File: src/rtl/patp_alu_pkg.sv
// Shared types and helpers for the PATP sequential ALU: op codes, FSM states,
// and the add/sub carry helper used by the single-cycle ops.
package patp_alu_pkg;

    typedef enum logic [2:0] {
        FN_CLR  = 3'b000,
        FN_INC  = 3'b001,
        FN_ADD  = 3'b010,
        FN_DEC  = 3'b011,
        FN_SUB  = 3'b100,
        FN_AND  = 3'b101,
        FN_PASS = 3'b110,
        FN_MUL  = 3'b111
    } alu_func_e;

    typedef enum logic {
        ST_IDLE = 1'b0,
        ST_MUL  = 1'b1
    } alu_state_e;

    // Operands arrive zero-extended to 32 bits; for add the carry is bit
    // 'width' of the sum, for subtract it is the borrow (b > a).
    function automatic logic addsub_carry(input logic [31:0] a, input logic [31:0] b,
                                          input logic sub, input int unsigned width);
        logic [32:0] sum;
        logic [32:0] sh;
        sum = {1'b0, a} + {1'b0, b};
        sh  = sum >> width;
        if (sub) begin
            return (b > a);
        end
        return sh[0];
    endfunction

endpackage

File: src/rtl/patp_mul_iter.sv
// Shift-add multiply datapath: one partial product per step, WIDTH steps.
// product_next_o is the accumulator value that the current step will write.
module patp_mul_iter #(
    parameter int WIDTH = 8,
    parameter int CNT_W = $clog2(WIDTH) + 1
) (
    input  logic                 clk,
    input  logic                 rst_n,
    input  logic                 load_i,
    input  logic                 step_i,
    input  logic [WIDTH-1:0]     mcand_i,
    input  logic [WIDTH-1:0]     mplier_i,
    output logic [2*WIDTH-1:0]   product_next_o,
    output logic                 last_o
);

    logic [2*WIDTH-1:0] acc_q;
    logic [2*WIDTH-1:0] acc_d;
    logic [2*WIDTH-1:0] mcand_q;
    logic [WIDTH-1:0]   mplier_q;
    logic [CNT_W-1:0]   cnt_q;

    always_comb begin
        acc_d = acc_q + (mplier_q[0] ? mcand_q : '0);
    end

    always_ff @(posedge clk or negedge rst_n) begin
        if (!rst_n) begin
            acc_q    <= '0;
            mcand_q  <= '0;
            mplier_q <= '0;
            cnt_q    <= '0;
        end else if (load_i) begin
            acc_q    <= '0;
            mcand_q  <= {{WIDTH{1'b0}}, mcand_i};
            mplier_q <= mplier_i;
            cnt_q    <= '0;
        end else if (step_i) begin
            acc_q    <= acc_d;
            mcand_q  <= mcand_q << 1;
            mplier_q <= mplier_q >> 1;
            cnt_q    <= cnt_q + CNT_W'(1);
        end
    end

    assign product_next_o = acc_d;
    assign last_o         = (cnt_q == CNT_W'(WIDTH - 1));

endmodule

File: src/rtl/patp_alu_seq.sv
// Registered PATP ALU with start/busy/done handshake and flag outputs.
// Define PATP_ALU_MUL_EN to build the multi-cycle shift-add multiply.
module patp_alu_seq
    import patp_alu_pkg::*;
#(
    parameter int WIDTH = 8
) (
    input  logic             clk,
    input  logic             rst_n,
    input  logic             start,
    input  logic [2:0]       func,
    input  logic [WIDTH-1:0] p,
    input  logic [WIDTH-1:0] q,
    output logic             busy,
    output logic             done,
    output logic [WIDTH-1:0] result,
    output logic             zero,
    output logic             carry,
    output logic             neg
);

    alu_func_e        func_e;
    logic [WIDTH-1:0] result_q;
    logic             carry_q;
    logic             done_q;
    logic [WIDTH-1:0] op_res;
    logic             op_carry;
    logic             single_fire;

    assign func_e = alu_func_e'(func);

    always_comb begin
        op_res   = '0;
        op_carry = 1'b0;
        case (func_e)
            FN_CLR:  op_res = '0;
            FN_INC:  begin
                op_res   = q + WIDTH'(1);
                op_carry = addsub_carry(32'(q), 32'd1, 1'b0, WIDTH);
            end
            FN_ADD:  begin
                op_res   = q + p;
                op_carry = addsub_carry(32'(q), 32'(p), 1'b0, WIDTH);
            end
            FN_DEC:  begin
                op_res   = q - WIDTH'(1);
                op_carry = addsub_carry(32'(q), 32'd1, 1'b1, WIDTH);
            end
            FN_SUB:  begin
                op_res   = q - p;
                op_carry = addsub_carry(32'(q), 32'(p), 1'b1, WIDTH);
            end
            FN_AND:  op_res = q & p;
            FN_PASS: op_res = p;
            // Single-cycle MUL only exists without the multiplier: flag it unsupported.
            FN_MUL:  op_carry = 1'b1;
            default: op_res = '0;
        endcase
    end

`ifdef PATP_ALU_MUL_EN
    localparam int CNT_W = $clog2(WIDTH) + 1;

    alu_state_e         state_q;
    alu_state_e         state_d;
    logic               accept;
    logic               mul_last;
    logic               mul_fin;
    logic [2*WIDTH-1:0] prod_next;

    always_ff @(posedge clk or negedge rst_n) begin
        if (!rst_n) begin
            state_q <= ST_IDLE;
        end else begin
            state_q <= state_d;
        end
    end

    always_comb begin
        state_d = state_q;
        case (state_q)
            ST_IDLE: if (start && func_e == FN_MUL) state_d = ST_MUL;
            ST_MUL:  if (mul_last) state_d = ST_IDLE;
            default: state_d = ST_IDLE;
        endcase
    end

    always_comb begin
        busy = (state_q == ST_MUL);
    end

    assign accept      = start && (state_q == ST_IDLE);
    assign single_fire = accept && (func_e != FN_MUL);
    assign mul_fin     = (state_q == ST_MUL) && mul_last;

    patp_mul_iter #(
        .WIDTH (WIDTH),
        .CNT_W (CNT_W)
    ) u_mul (
        .clk            (clk),
        .rst_n          (rst_n),
        .load_i         (accept && (func_e == FN_MUL)),
        .step_i         (state_q == ST_MUL),
        .mcand_i        (q),
        .mplier_i       (p),
        .product_next_o (prod_next),
        .last_o         (mul_last)
    );
`else
    assign busy        = 1'b0;
    assign single_fire = start;
`endif

    always_ff @(posedge clk or negedge rst_n) begin
        if (!rst_n) begin
            result_q <= '0;
            carry_q  <= 1'b0;
            done_q   <= 1'b0;
        end else begin
            done_q <= 1'b0;
            if (single_fire) begin
                result_q <= op_res;
                carry_q  <= op_carry;
                done_q   <= 1'b1;
            end
`ifdef PATP_ALU_MUL_EN
            else if (mul_fin) begin
                result_q <= prod_next[WIDTH-1:0];
                carry_q  <= |prod_next[2*WIDTH-1:WIDTH];
                done_q   <= 1'b1;
            end
`endif
        end
    end

    assign result = result_q;
    assign carry  = carry_q;
    assign done   = done_q;
    assign zero   = (result_q == '0);
    assign neg    = result_q[WIDTH-1];

endmodule
File: config.mk
export PLATFORM = sky130hd
export DESIGN_NAME = patp_alu_seq
export DESIGN_NICKNAME = d
export VERILOG_FILES = /design/src/rtl/patp_alu_pkg.sv /design/src/rtl/patp_mul_iter.sv /design/src/rtl/patp_alu_seq.sv
export SDC_FILE = /design/constraint.sdc
export NUM_CORES = 1
export LEC_CHECK = 0
export BUFFER_PORTS_ARGS = -buffer_cell sky130_fd_sc_hd__buf_2
export CORE_UTILIZATION = 40
export DETAILED_ROUTE_END_ITERATION = 8
export PLACE_DENSITY = 0.67
export SLEW_MARGIN = 20
export SYNTH_ARGS = -nofsm -noshare
export SYNTH_HDL_FRONTEND = slang
export SYNTH_SLANG_ARGS = --single-unit
File: constraint.sdc
create_clock -name clk -period 0.95 [get_ports clk]
set_input_delay 0.0475 -clock clk [delete_from_list [all_inputs] [get_ports clk]]
set_output_delay 0.0475 -clock clk [all_outputs]
set_load 0.02 [all_outputs]
# == After elaboration in Yosys (flattened, before gate mapping) ==
# Index checks and enable logic that the tools add are counted.
# op_classes
n_addsub,6
mul,0
div_mod_pow,0
magnitude_cmp,2
n_eq_ne,7
shift,0
muxes,7
bitwise_logic,1
reduce_logical,1
# ops
cell,n
case mux 8 bit (6 select lines),1
equality test 3 bit (second input constant),4
adder 8 x 1 -> 9 bit (second input constant),1
adder 8 x 8 -> 9 bit,1
adder 8 x 1 -> 8 bit (second input constant),1
adder 8 bit,1
AND 8 bit,1
> comparator 1 x 8 -> 1 bit (first input constant),1
> comparator 8 bit,1
logical NOT 8 bit,1
subtractor 8 x 1 -> 8 bit (second input constant),1
subtractor 8 bit,1
equality test 3 x 2 -> 1 bit (second input constant),2
2-to-1 mux 1 bit,5
case mux 1 bit (5 select lines),1
equality test 3 x 1 -> 1 bit (second input constant),1
# word_totals
register_bits,10
latchBits,0
ram_bits,0
romBits,0
input_bits,22
out_inout_bits,13
mem_count,0

# == Depth between registers and ports, before layout ==
# logic_depth
ltp_word,4
mapped_depth,12
ltp_nobuf,10

# == Worst setup path after synthesis ==
# Ideal clock, no wire load.
# synth_timing
path_kind,input port to flip-flop
from,input port func[2]
to,register result_q[4] (netlist: result[4])
setup_time_ps,78
t_arrival_ps,2444
t_required_ps,872
path_slack_ps,-1572
path_stages,12
n_path_buf,3
path_cell_list,buf_2 > buf_2 > buf_2 > or3_1 > ha_1 > fa_1 > a211oi_1 > nor2_1 > nor3_1 > a21oi_1 > o211a_1 > o2bb2ai_1
# synth_via
elab_chain_len,2
# synth_lines
item,line_no,rtl
start: declaration,patp_alu_seq.sv:11,"input logic [2:0] func,"
equality test 3 bit (tied with other cells),patp_alu_seq.sv:35,case (func_e)
case mux 8 bit (6 select lines) *,patp_alu_seq.sv:35,
end signal: assignment,patp_alu_seq.sv:122,result_q <= op_res;
end: declaration,patp_alu_seq.sv:23,logic [WIDTH-1:0] result_q;
# Mark *: on every way between the ends. The rest lies on a longest branch, timed or not.
# A chain may end at the register's enable or synchronous reset.

# == Final worst setup path ==
# layout_timing
from,input port func[0]
to,register result_q[2] (netlist: result[2])
# The elaborated chain is that of the path after synthesis.

==> out/metrics.csv <==
metric,value,unit
num_antenna_cells,0,
num_io_pins,35,
die-area,0.00461,mm^2
cts_root_buffer,clkbuf_8,
clkLatencyLatePin,0.24,ns
fp.dieH,67.9,um
initial_core_util,42.5,%
placedInstanceArea,0.00253,mm^2
drv_slew,0,
endpoint_kind,register,
power_density,910,mW/mm^2
routabilityCongestion,0.937,
routedWlPerCell,15.6,um
grt_pass1_vias,2043,
synth.largest_area_cell,ha_1,
maxCapViolCount,0,
synthTopCellsByArea,"ha_1 18%, dfrtp_1 14%, xnor2_1 4.5%",
grt_setup_unrepaired,true,
async_flop_share,100,%
area_growth,67.4,%
fin_setup_tns,-8.16,ns
drt_iter0_markers,79,
portBuffers,33,
max_freq,0.463,GHz
synth_warnings,0,
synth_seq_area_share,14.4,%
leakagePower,1.36,nW
seq_area,251,um^2
worstPathRequired,1.05,ns
synth_common_cells,"25 x ha_1, 17 x nand2_1, 15 x nor2_1",
cts_buffers,3,
synth_flop_cell,dfrtp_1,
cts_max_path_buffers,2,
clk_pin_slew,0.05,ns
hpwl,4.43,mm
synth_edf_count,0,
die_x,67.9,um
hold_viol,0,
dr.pass1.iters,4,
min-delay-path-class,input pin to register,
grt_max_degree,22,
synthesis.nets,274,
vias_per_cell,5.52,
ant_nets,0,
drive_gt1_share,47.7,%
syn-cell-area,0.00174,mm^2
outcome,finished with violations,
avgSynthCellArea,7.72,um^2
cts.sinks,10,
setup_viol,10,
synth_most_common_cell,ha_1,
gr-total-overflow,0,
ir_drop,0.489,mV
multi_input_area,0.00157,mm^2
core,0.00409,mm^2
antenna_found_initial,0,
tritoncts,done,
vias,2113,
wirelength,5.99,mm
fillCellCount,313,
critPathKind,input pin to register,
ys_types,53,
finalClockSkew,0,ns
synth_top_area_share,18.0,%
crit_arrival,2.26,ns
grt.total_usage,26.8,%
num_rows,23,
startpoint_type,input pin,
ys_ff_latch,10,
grt_pass1_wl,9.32,mm
design_area,0.00291,mm^2
min_period_over_period,227,%
layout_setup_ws,-1.21,ns
critPathMaxFanout,3,
violations,setup timing,
min_period,2.16,ns
synth_cells,225,
drc,0,
h-tree-depth,1,
final_nets,383,
## registers in the layout, summed over array words and instances (netlist names)
register / flops
result: 8
carry: 1
done: 1
## final timing paths
check | from | endpoint | slack (ns) | cells past startpoint
setup / recovery | func[0] | result[2]$_DFFE_PN0P_ | -1.21 | 12
hold / removal | start | done$_DFF_PN0_ | 0.12 | 2
setup reg to reg | result[6]$_DFFE_PN0P_ | result[6]$_DFFE_PN0P_ | -0.08 | 4
hold reg to reg | result[1]$_DFFE_PN0P_ | result[1]$_DFFE_PN0P_ | 0.60 | 2
max in group asynchronous | rst_n | result[1]$_DFFE_PN0P_ | 0.52 | 2
min in group asynchronous | rst_n | done$_DFF_PN0_ | 0.22 | 2
## routing by layer
metal | routed length [um] | part of all wire [%] | global-route usage [%] | up-vias
met5 | 0 | 0 | 0 | -
met4 | 112 | 1.9 | 5.73 | 0
met3 | 349 | 5.8 | 2.00 | 11
met2 | 3000 | 50 | 48.5 | 77
met1 | 2530 | 42 | 34.3 | 981
li1 | - | - | - | 1044
## worst max-delay path, stage by stage
cell and delay [ns]:
buf_6 0.09, nand2b_4 0.13, or3_4 0.34, ha_4 0.18, fa_2 0.40, buf_6 0.14, xnor2_2 0.11, nand2b_1 0.11
a32oi_1 0.22, nor2_1 0.08, a31oi_1 0.26, o2bb2ai_1 0.16
## cell usage in the layout (no fill, tap or decap), types with 3 or more instances in the layout
cell	instances
a211oi_1	3
a211oi_2	4
a21o_1	5
a21oi_1	9
a21oi_2	3
buf_2	22
buf_4	66
buf_6	24
clkbuf_8	4
dfrtp_1	9
ha_1	21
inv_1	12
inv_2	3
mux2i_1	3
nand2_1	17
nand2b_1	4
nor2_1	11
nor2b_1	5
nor3_1	7
nor3_2	3
nor3b_1	3
nor4_1	3
o211ai_1	3
o21a_1	3
o21ai_0	10
o21ai_1	5
o21ai_2	3
o2bb2ai_1	4
or4_4	3
xnor2_1	8
## logic make-up (layout without fill, tap and decap cells)
| family | after synthesis | in the layout | synth area share [%] |
|---|---|---|---|
| buffers and inverters | 26 | 134 | 6.56 |
| multiplexers | 3 | 3 | 1.73 |
| adder cells (fa/ha/maj) | 27 | 27 | 20.3 |
| other | 1 | 1 | 0.216 |
| AO/OA/AOI/OAI | 77 | 77 | 30.5 |
| AND/OR/NAND/NOR | 70 | 70 | 20.7 |
| flip-flops | 10 | 10 | 14.4 |
| XOR/XNOR | 11 | 11 | 5.55 |
## metrics by stage
step,setup slack (ns),utilization (%),cells,hold WS [ns],power (mW)
final,-1.21,71.2,383,0.124,2.65
after global routing,-1.26,71.2,383,0.141,2.82
after CTS,-1.03,68.0,383,0.106,2.51
after detailed placement,-1.36,61.9,375,-0.0795,1.83
after global placement,-1.30,61.9,375,-0.0834,1.81
after floorplan,-1.38,-,225,-0.248,1.23
## final cells by class
class | instances | share of cell area (%)
multi-input cells | 189 | 54.0
repair buffers | 114 | 31.2
flip-flops and latches | 10 | 8.65
inverters | 16 | 2.15
well taps | 50 | 2.15
clock buffers | 4 | 1.89
## power by group
group	internal (mW)	switching (mW)
combinational	0.824	0.761
sequential	0.482	0.0353
clock	0.365	0.178
total	1.67	0.974
## repair_timing
action	CTS	global route
gates cloned	0	0
pin swaps	35	11
resized for setup	35	34
hold endpoints to repair	10	0
endpoints found under the setup margin	16	19
setup buffers	4	8
hold buffers	1	0
No activity file was read; power rests on OpenSTA's default activity.
